<file path="src/rtl/pcs_sync_pkg.sv">
// rtl/pcs_sync_pkg.sv - shared state encoding and comma/K28.5 constants for the PCS sync block
package pcs_sync_pkg;

    typedef enum logic [1:0] {
        LOSS_OF_SYNC,
        COMMA_DETECT,
        ACQUIRE_SYNC,
        SYNC_ACQUIRED
    } sync_state_t;

    localparam logic [6:0] COMMA_MINUS = 7'b0011111;
    localparam logic [6:0] COMMA_PLUS  = 7'b1100000;

    localparam logic [9:0] K28_5_RDN = 10'b0011111010;
    localparam logic [9:0] K28_5_RDP = 10'b1100000101;

    function automatic logic is_comma(input logic [6:0] cg_hi);
        return (cg_hi == COMMA_MINUS) || (cg_hi == COMMA_PLUS);
    endfunction

endpackage

</file>
<file path="src/rtl/pcs_comma_detect.sv">
// rtl/pcs_comma_detect.sv - combinational comma, bad-code-group and data qualifiers
module pcs_comma_detect
    import pcs_sync_pkg::*;
(
    input  logic [6:0] cg_hi,
    input  logic       cg_valid,
    input  logic       cg_ctrl,
    input  logic       rxeven,
    output logic       comma,
    output logic       cgbad,
    output logic       cgd
);

    // A comma is only legitimate in the even slot; seen in the odd slot it is an error.
    assign comma = is_comma(cg_hi);
    assign cgbad = ~cg_valid | (comma & rxeven);
    assign cgd   = cg_valid & ~cg_ctrl;

endmodule

</file>
<file path="src/rtl/pcs_sync_gen.sv">
// rtl/pcs_sync_gen.sv - 1000BASE-X receive code-group synchronization; SYNC_LOSS_CNT_EN adds sync_loss_cnt
module pcs_sync_gen
    import pcs_sync_pkg::*;
#(
    parameter int CG_W         = 10,
    parameter int ACQ_COMMAS   = 3,
    parameter int LOSS_BAD     = 4,
    parameter int RECOVER_GOOD = 4,
    parameter int LOSS_CNT_W   = 8
) (
    input  logic            GTX_CLK,
    input  logic            mr_main_reset,
    input  logic [CG_W-1:0] rx_code_groupIN,
    input  logic            rx_cg_valid,
    input  logic            rx_cg_ctrl,
    output logic [CG_W-1:0] SUDI,
    output logic            sync_status,
    output logic            rxeven
`ifdef SYNC_LOSS_CNT_EN
    ,
    output logic [LOSS_CNT_W-1:0] sync_loss_cnt
`endif
);

    localparam int CC_W = $clog2(ACQ_COMMAS + 1);
    localparam int BC_W = $clog2(LOSS_BAD + 1);
    localparam int GC_W = $clog2(RECOVER_GOOD + 1);

    localparam logic [CC_W-1:0] COMMA_ONE  = CC_W'(1);
    localparam logic [CC_W-1:0] COMMA_LAST = CC_W'(ACQ_COMMAS - 1);
    localparam logic [CC_W-1:0] COMMA_FULL = CC_W'(ACQ_COMMAS);
    localparam logic [BC_W-1:0] BAD_ONE    = BC_W'(1);
    localparam logic [BC_W-1:0] BAD_LAST   = BC_W'(LOSS_BAD - 1);
    localparam logic [GC_W-1:0] GOOD_ONE   = GC_W'(1);
    localparam logic [GC_W-1:0] GOOD_LAST  = GC_W'(RECOVER_GOOD - 1);

    sync_state_t     state;
    logic [CC_W-1:0] comma_cnt;
    logic [BC_W-1:0] bad_cnt;
    logic [GC_W-1:0] good_cnt;
    logic            comma;
    logic            cgbad;
    logic            cgd;

    pcs_comma_detect u_comma_detect (
        .cg_hi    (rx_code_groupIN[CG_W-1 -: 7]),
        .cg_valid (rx_cg_valid),
        .cg_ctrl  (rx_cg_ctrl),
        .rxeven   (rxeven),
        .comma    (comma),
        .cgbad    (cgbad),
        .cgd      (cgd)
    );

    always_ff @(posedge GTX_CLK) begin
        if (mr_main_reset) begin
            state       <= LOSS_OF_SYNC;
            sync_status <= 1'b0;
            rxeven      <= 1'b0;
            SUDI        <= '0;
            comma_cnt   <= '0;
            bad_cnt     <= '0;
            good_cnt    <= '0;
        end else begin
            SUDI   <= rx_code_groupIN;
            rxeven <= ~rxeven;
            case (state)
                LOSS_OF_SYNC: begin
                    if (comma) begin
                        state     <= COMMA_DETECT;
                        rxeven    <= 1'b1;
                        comma_cnt <= COMMA_ONE;
                    end
                end
                COMMA_DETECT: begin
                    if (cgd) begin
                        rxeven <= 1'b0;
                        // Only reachable with a single-comma acquisition
                        if (comma_cnt == COMMA_FULL) begin
                            state       <= SYNC_ACQUIRED;
                            sync_status <= 1'b1;
                            bad_cnt     <= '0;
                            good_cnt    <= '0;
                        end else begin
                            state <= ACQUIRE_SYNC;
                        end
                    end else begin
                        state     <= LOSS_OF_SYNC;
                        comma_cnt <= '0;
                    end
                end
                ACQUIRE_SYNC: begin
                    if (cgbad) begin
                        state     <= LOSS_OF_SYNC;
                        comma_cnt <= '0;
                    end else if (comma && !rxeven) begin
                        rxeven <= 1'b1;
                        if (comma_cnt == COMMA_LAST) begin
                            state       <= SYNC_ACQUIRED;
                            sync_status <= 1'b1;
                            comma_cnt   <= COMMA_FULL;
                            bad_cnt     <= '0;
                            good_cnt    <= '0;
                        end else begin
                            state     <= COMMA_DETECT;
                            comma_cnt <= comma_cnt + COMMA_ONE;
                        end
                    end
                end
                SYNC_ACQUIRED: begin
                    if (cgbad) begin
                        good_cnt <= '0;
                        if (bad_cnt == BAD_LAST) begin
                            state       <= LOSS_OF_SYNC;
                            sync_status <= 1'b0;
                            comma_cnt   <= '0;
                            bad_cnt     <= '0;
                        end else begin
                            bad_cnt <= bad_cnt + BAD_ONE;
                        end
                    end else if (bad_cnt != '0) begin
                        // A run of good code-groups forgives one earlier error
                        if (good_cnt == GOOD_LAST) begin
                            bad_cnt  <= bad_cnt - BAD_ONE;
                            good_cnt <= '0;
                        end else begin
                            good_cnt <= good_cnt + GOOD_ONE;
                        end
                    end else begin
                        good_cnt <= '0;
                    end
                end
                default: state <= LOSS_OF_SYNC;
            endcase
        end
    end

`ifdef SYNC_LOSS_CNT_EN
    always_ff @(posedge GTX_CLK) begin
        if (mr_main_reset) begin
            sync_loss_cnt <= '0;
        end else if (state == SYNC_ACQUIRED && cgbad && bad_cnt == BAD_LAST
                     && sync_loss_cnt != '1) begin
            sync_loss_cnt <= sync_loss_cnt + LOSS_CNT_W'(1);
        end
    end
`endif

endmodule
</file>
<file path="config.mk">
export PLATFORM = sky130hd
export DESIGN_NAME = pcs_sync_gen
export DESIGN_NICKNAME = d
export VERILOG_FILES = /design/src/rtl/pcs_sync_pkg.sv /design/src/rtl/pcs_comma_detect.sv /design/src/rtl/pcs_sync_gen.sv
export SDC_FILE = /design/constraint.sdc
export NUM_CORES = 1
export LEC_CHECK = 0
export ABC_AREA = 1
export ABC_CLOCK_PERIOD_IN_PS = 3100
export BUFFER_PORTS_ARGS = -buffer_cell sky130_fd_sc_hd__buf_2
export CAP_MARGIN = 20
export CORE_MARGIN = 4
export CORE_UTILIZATION = 25
export DETAILED_ROUTE_END_ITERATION = 12
export GPL_ROUTABILITY_DRIVEN = 0
export SLEW_MARGIN = 40
export SYNTH_ARGS = -nofsm -noshare
export SYNTH_HDL_FRONTEND = slang
export SYNTH_SLANG_ARGS = --single-unit
</file>
<file path="constraint.sdc">
create_clock -name GTX_CLK -period 3.1 [get_ports GTX_CLK]
set_input_delay 0.155 -clock GTX_CLK [delete_from_list [all_inputs] [get_ports GTX_CLK]]
set_output_delay 0.155 -clock GTX_CLK [all_outputs]
set_load 0.01 [all_outputs]
</file>
Word-level counts from Yosys, hierarchy flattened
Cells that the tools add are included.

cells by class
  reduce and logical (&&, ||, !) cells = 11
  bitwise gates (word level) = 6
  eq/ne operators = 21
  add/subtract/negate cells = 4
  multiplexer cells = 41

operators by type and width
  kind                   number
  $mux W3                12
  $mux W2                11
  $ne A2 B2 Y1 const B   9
  $pmux W3 S3            2
  $pmux W2 S4            2
  $reduce_and A8 Y1      2
  $mux W1                12
  $ne A3 B3 Y1 const B   3
  $eq A2 B2 Y1 const B   4
  $eq A7 B5 Y1 const B   1
  $eq A7 B7 Y1 const B   1
  $add A3 B1 Y3 const B  2
  $eq A3 B2 Y1 const B   2
  $pmux W1 S3            2
  $reduce_and A6 Y1      1
  $reduce_bool A3 Y1     2
  $reduce_and A5 Y1      1
  $reduce_and A4 Y1      1
  $not A1 Y1             3
  $sub A3 B1 Y3 const B  1
  $add A2 B1 Y2 const B  1
  $and A1 B1 Y1          2
  $eq A2 B1 Y1 const B   1
  $logic_not A2 Y1       1
  other kinds (4)        4

word-level totals
  bits in registers = 22
  bits of input ports = 14
  logic and storage cells = 90

Logic depth before layout (Yosys ltp)
  depth after elaboration = 6
  gate-level depth with buffers = 12

Hierarchy
A second synthesis with hierarchy kept.

unflattened totals
  cell total of the unflattened synthesis = 169
  area total of the unflattened synthesis = 1113.6 um2

by module, submodules not included
  module            cells each  area each (um2)  sequential area each (um2)  instances
  pcs_sync_gen      147         1028.5           440.4                       1
  pcs_comma_detect  22          85.1             0.0                         1

Least setup slack after synthesis
OpenSTA, ideal clock, no wires.

  kind = reg-to-reg
  from = register comma_cnt[0]
  to = register bad_cnt[0]
  path slack = 1797 ps
  setup time = 113 ps
  cell stages (with the launch flop) = 11
  arrival = 1190 ps
  path buffers = 0
  cells stage by stage = dfxtp_1 inv_1 ha_1 o21ai_0 nand2_1 nand4_1 nand2_2 nand2_2 nand2_1 nand2_1 nor2_1

on the way
  longest elaborated chain between the ends = 3

ends and longest elaborated chain
  item                                    RTL line                                RTL
  start, declared                         pcs_sync_gen.sv:38                      logic [CC_W-1:0] comma_cnt;
  start signal, assigned                  pcs_sync_gen.sv:106                     comma_cnt <= comma_cnt + COMMA_ONE;
  $eq A2 B2 Y1 (on tied branches)         pcs_sync_gen.sv:98, pcs_sync_gen.sv:79
  $ne A2 B2 Y1 (no source line)           -
  $reduce_and A8 Y1 (no source line) (*)  -
  end signal, assigned                    pcs_sync_gen.sv:119                     bad_cnt <= bad_cnt + BAD_ONE;
  end signal, assigned                    pcs_sync_gen.sv:124                     bad_cnt <= bad_cnt - BAD_ONE;
  end, declared                           pcs_sync_gen.sv:39                      logic [BC_W-1:0] bad_cnt;

Mark *: on every way between the ends. The rest lies on a longest branch, timed or not.
A chain may end at the register's enable or synchronous reset.

Worst setup path in the final report
  from = register comma_cnt[0]
  to = register bad_cnt[1]

The elaborated chain is that of the path after synthesis.

==> impl_results.md <==
* Status: completed
* CTS sink cnt at 22
* FF+latch count, synth at 22
* Critical Path RT at 3.26 ns
* Highest routed metal layer: met4
* Final-report max-slew violation count at 0
* Dpl cells at 250
* Total CTS buffers at 3
* Syn Area/Cell at 6.642 sq um
* Worst hold slack at 0.08883 ns
* Worst-path cell chain: inv_1 > ha_1 > o21ai_0 > nand2_1 > nand4_1 > nand2_2 > nand2_2 > nand2_1 > nand2_1 > nor2_1
* Reg-to-Reg Start: comma_cnt[0]$_SDFFE_PP0P_
* Share of cells above drive strength 1 at 21.89%
* I/O pins at 26
* Layout area overhead at 18.62%
* CTS tree: built
* Die Wd at 76.19 microns
* Leakage at 0.7371 nW
* DRT Pass-1 Iters at 4
* Postcts setup bufs at 0
* # port buffers at 25
* GRT Resource Usage Total at 8.044%
* Arr. time, crit path at 1.61 ns
* Ant. Diodes at 0
* Critical path class: reg2reg
* GRT Residual Overflow at 0
* Synth Cell Area at 1162 sq um
* Die ar. at 5804 sq um
* Element type at the critical path start: flop
* Nets at 223
* Fin crit period at 1.445 ns
* Initial DRC Count at 52
* Tightest Pin Transition at 0.2560 ns
* Via count at 1060
* Root Buffer: clkbuf_8
* Hold Vio Cnt, Final at 0
* Core area at 4414 sq um
* Top cell by count, worst path: nand2_1
* Fill count at 487
* Post-Layout Cell Count at 253
* Slowest CP cell: dfxtp_1
* Vias in the first global route at 967
* Fmax at 691.9 MHz
* Setup ws final at 1.655 ns
* Met1 wire length at 1.110 mm
* Wire per inst at 9.063 microns
* Synth Warn # at 0
* Initial core utilization at 26.33%
* Sequential element share of the synthesized area at 37.89%
* Htree depth at 1
* Clock Skew at 0.002965 ns
* Worst Setup SP: comma_cnt[0]$_SDFFE_PP0P_
* Yosys cell types at 23
* Initial antenna violation count at 0
* First-pass GRT wire length at 3.981 mm
* Metal3 WL at 174 microns
* Total Power at 0.5496 mW
* Dpl ws at 1.677 ns
* Clock latency on the worst-skew pair at 0.26 ns
* Rel. slew slack at 82.83%
* Worst-path fanout max at 6
* Crit. End Element: flop
* RSZ-0062 raised after global routing: no
* Antenna Nets Post-Route at 0
* Hold Path Origin: rx_code_groupIN[2]
* Resized cells post-CTS at 0
* CP bufs+invs at 1
* Max cap viols at 0
* Setup TNS at 0 ns
* Die Y at 76.19 microns
* DRC Markers at 0
* Synth Net Count at 195
* Largest delay share family, worst path: simple AND/OR/NAND/NOR gates
* Mapped Cells at 175
* Max VDD drop at 0.0002406 V
* # hold bufs at CTS at 0
* Clk buf depth at 2
* Rows at 24
* CP peak stage delay at 0.34 ns
* Drt total wl at 2.293 mm
* Hold Crit Class: in2reg
* Setup Viol. Count Final at 0
* Largest net degree at the start of global routing at 15
* Vias per inst at 4.190
* Routed wl met2 at 969 microns
* Clock transition at path regs at 0.08 ns
* Post-DP HPWL at 1.813 mm
* Final period util at 46.62%
* Pwr Density at 398.6 nW/um^2
[flip-flops by register name (all words and copies together) (netlist names)]
signal and flops:
comma_cnt 2, sync_status 1, good_cnt 3, SUDI 10, state 2, bad_cnt 3, rxeven 1
[per-stage QoR]
stage                     instance area, sq um  utilization, %
after floorplan                           1162               -
after global placement                    1338           30.30
after detailed placement                  1338           30.30
after CTS                                 1379           31.24
after global routing                      1379           31.24
final                                     1379           31.24
[per-layer routing]
| layer | global-route usage [%] | vias to the layer above |
|---|---|---|
| li1 | - | 579 |
| met1 | 10.47 | 444 |
| met2 | 12.33 | 33 |
| met3 | 2.128 | 4 |
| met4 | 3.671 | 0 |
| met5 | 0 | - |
[report_power, final]
part	switching (mW)	internal, mW
registers	0.00595	0.295
clock network	0.0908	0.0867
logic	0.0438	0.0277
[kinds of logic after synthesis]
group,count (synthesis),share of synthesized area (%)
xor+xnor,1,0.7536
flops,22,37.89
simple gates,105,39.72
buf+inv,32,10.98
fa+ha+maj,6,6.458
compound gates,9,4.197
[worst paths after layout]
path,to,slack (ns),cells past startpoint
worst max-delay path,bad_cnt[1]$_SDFFE_PP0P_,1.65,10
worst min-delay path,SUDI[2]$_SDFF_PP0_,0.09,3
worst max register to register,bad_cnt[1]$_SDFFE_PP0P_,1.65,10
worst min register to register,good_cnt[2]$_SDFFE_PP0P_,0.45,2
[layout by cell type (no fill, tap or decap)]
cell        n
nor2_1     40
nand3_2     1
or2_2       1
clkbuf_8    3
nor2_2      2
nand2_2     5
nand4_2     1
a21oi_1     7
nand4_1     2
o2111ai_1   1
inv_2       4
nor2_4      1
buf_2      25
clkinv_1    1
nand3b_1    1
nand2_1    43
xnor2_1     1
dfxtp_1    22
nand3_1     7
nand2_4     1
ha_1        6
o21ai_0     1
inv_1      25
[Yosys cell counts]
cell       number  area (sq um)
buf_6           1         11.26
nor2_4          1         11.26
nor2_2          2         12.51
clkinv_1        1         3.750
nor2_1         40         150.1
clkbuf_1        1         3.750
nand4_2         1         12.51
nand4_1         2         12.51
inv_1          25         93.84
o2111ai_1       1         8.760
dfxtp_1        22         440.4
nand3b_1        1         7.510
o21ai_0         1         5.000
nand3_2         1         10.01
nand2_4         1         11.26
nand2_2         5         31.28
inv_2           4         15.01
a21oi_1         7         35.03
nand3_1         7         35.03
nand2_1        43         161.4
xnor2_1         1         8.760
ha_1            6         75.07
or2_2           1         6.260
[final cells by class]
| cell class | instances | area (sq um) | area share (%) |
|---|---|---|---|
| inverters | 30 | 112.6 | 8.167 |
| repair buffers | 25 | 125.1 | 9.074 |
| well taps | 52 | 65.06 | 4.719 |
| multi-input cells | 121 | 594.3 | 43.10 |
| flip-flops and latches | 22 | 440.4 | 31.94 |
| clock buffers | 3 | 41.29 | 2.995 |
[worst min-delay path, stage by stage]
cell	delay [ns]
buf_2	0.07
inv_1	0.03
nor2_1	0.06
Power figures use the tool's default switching activity.
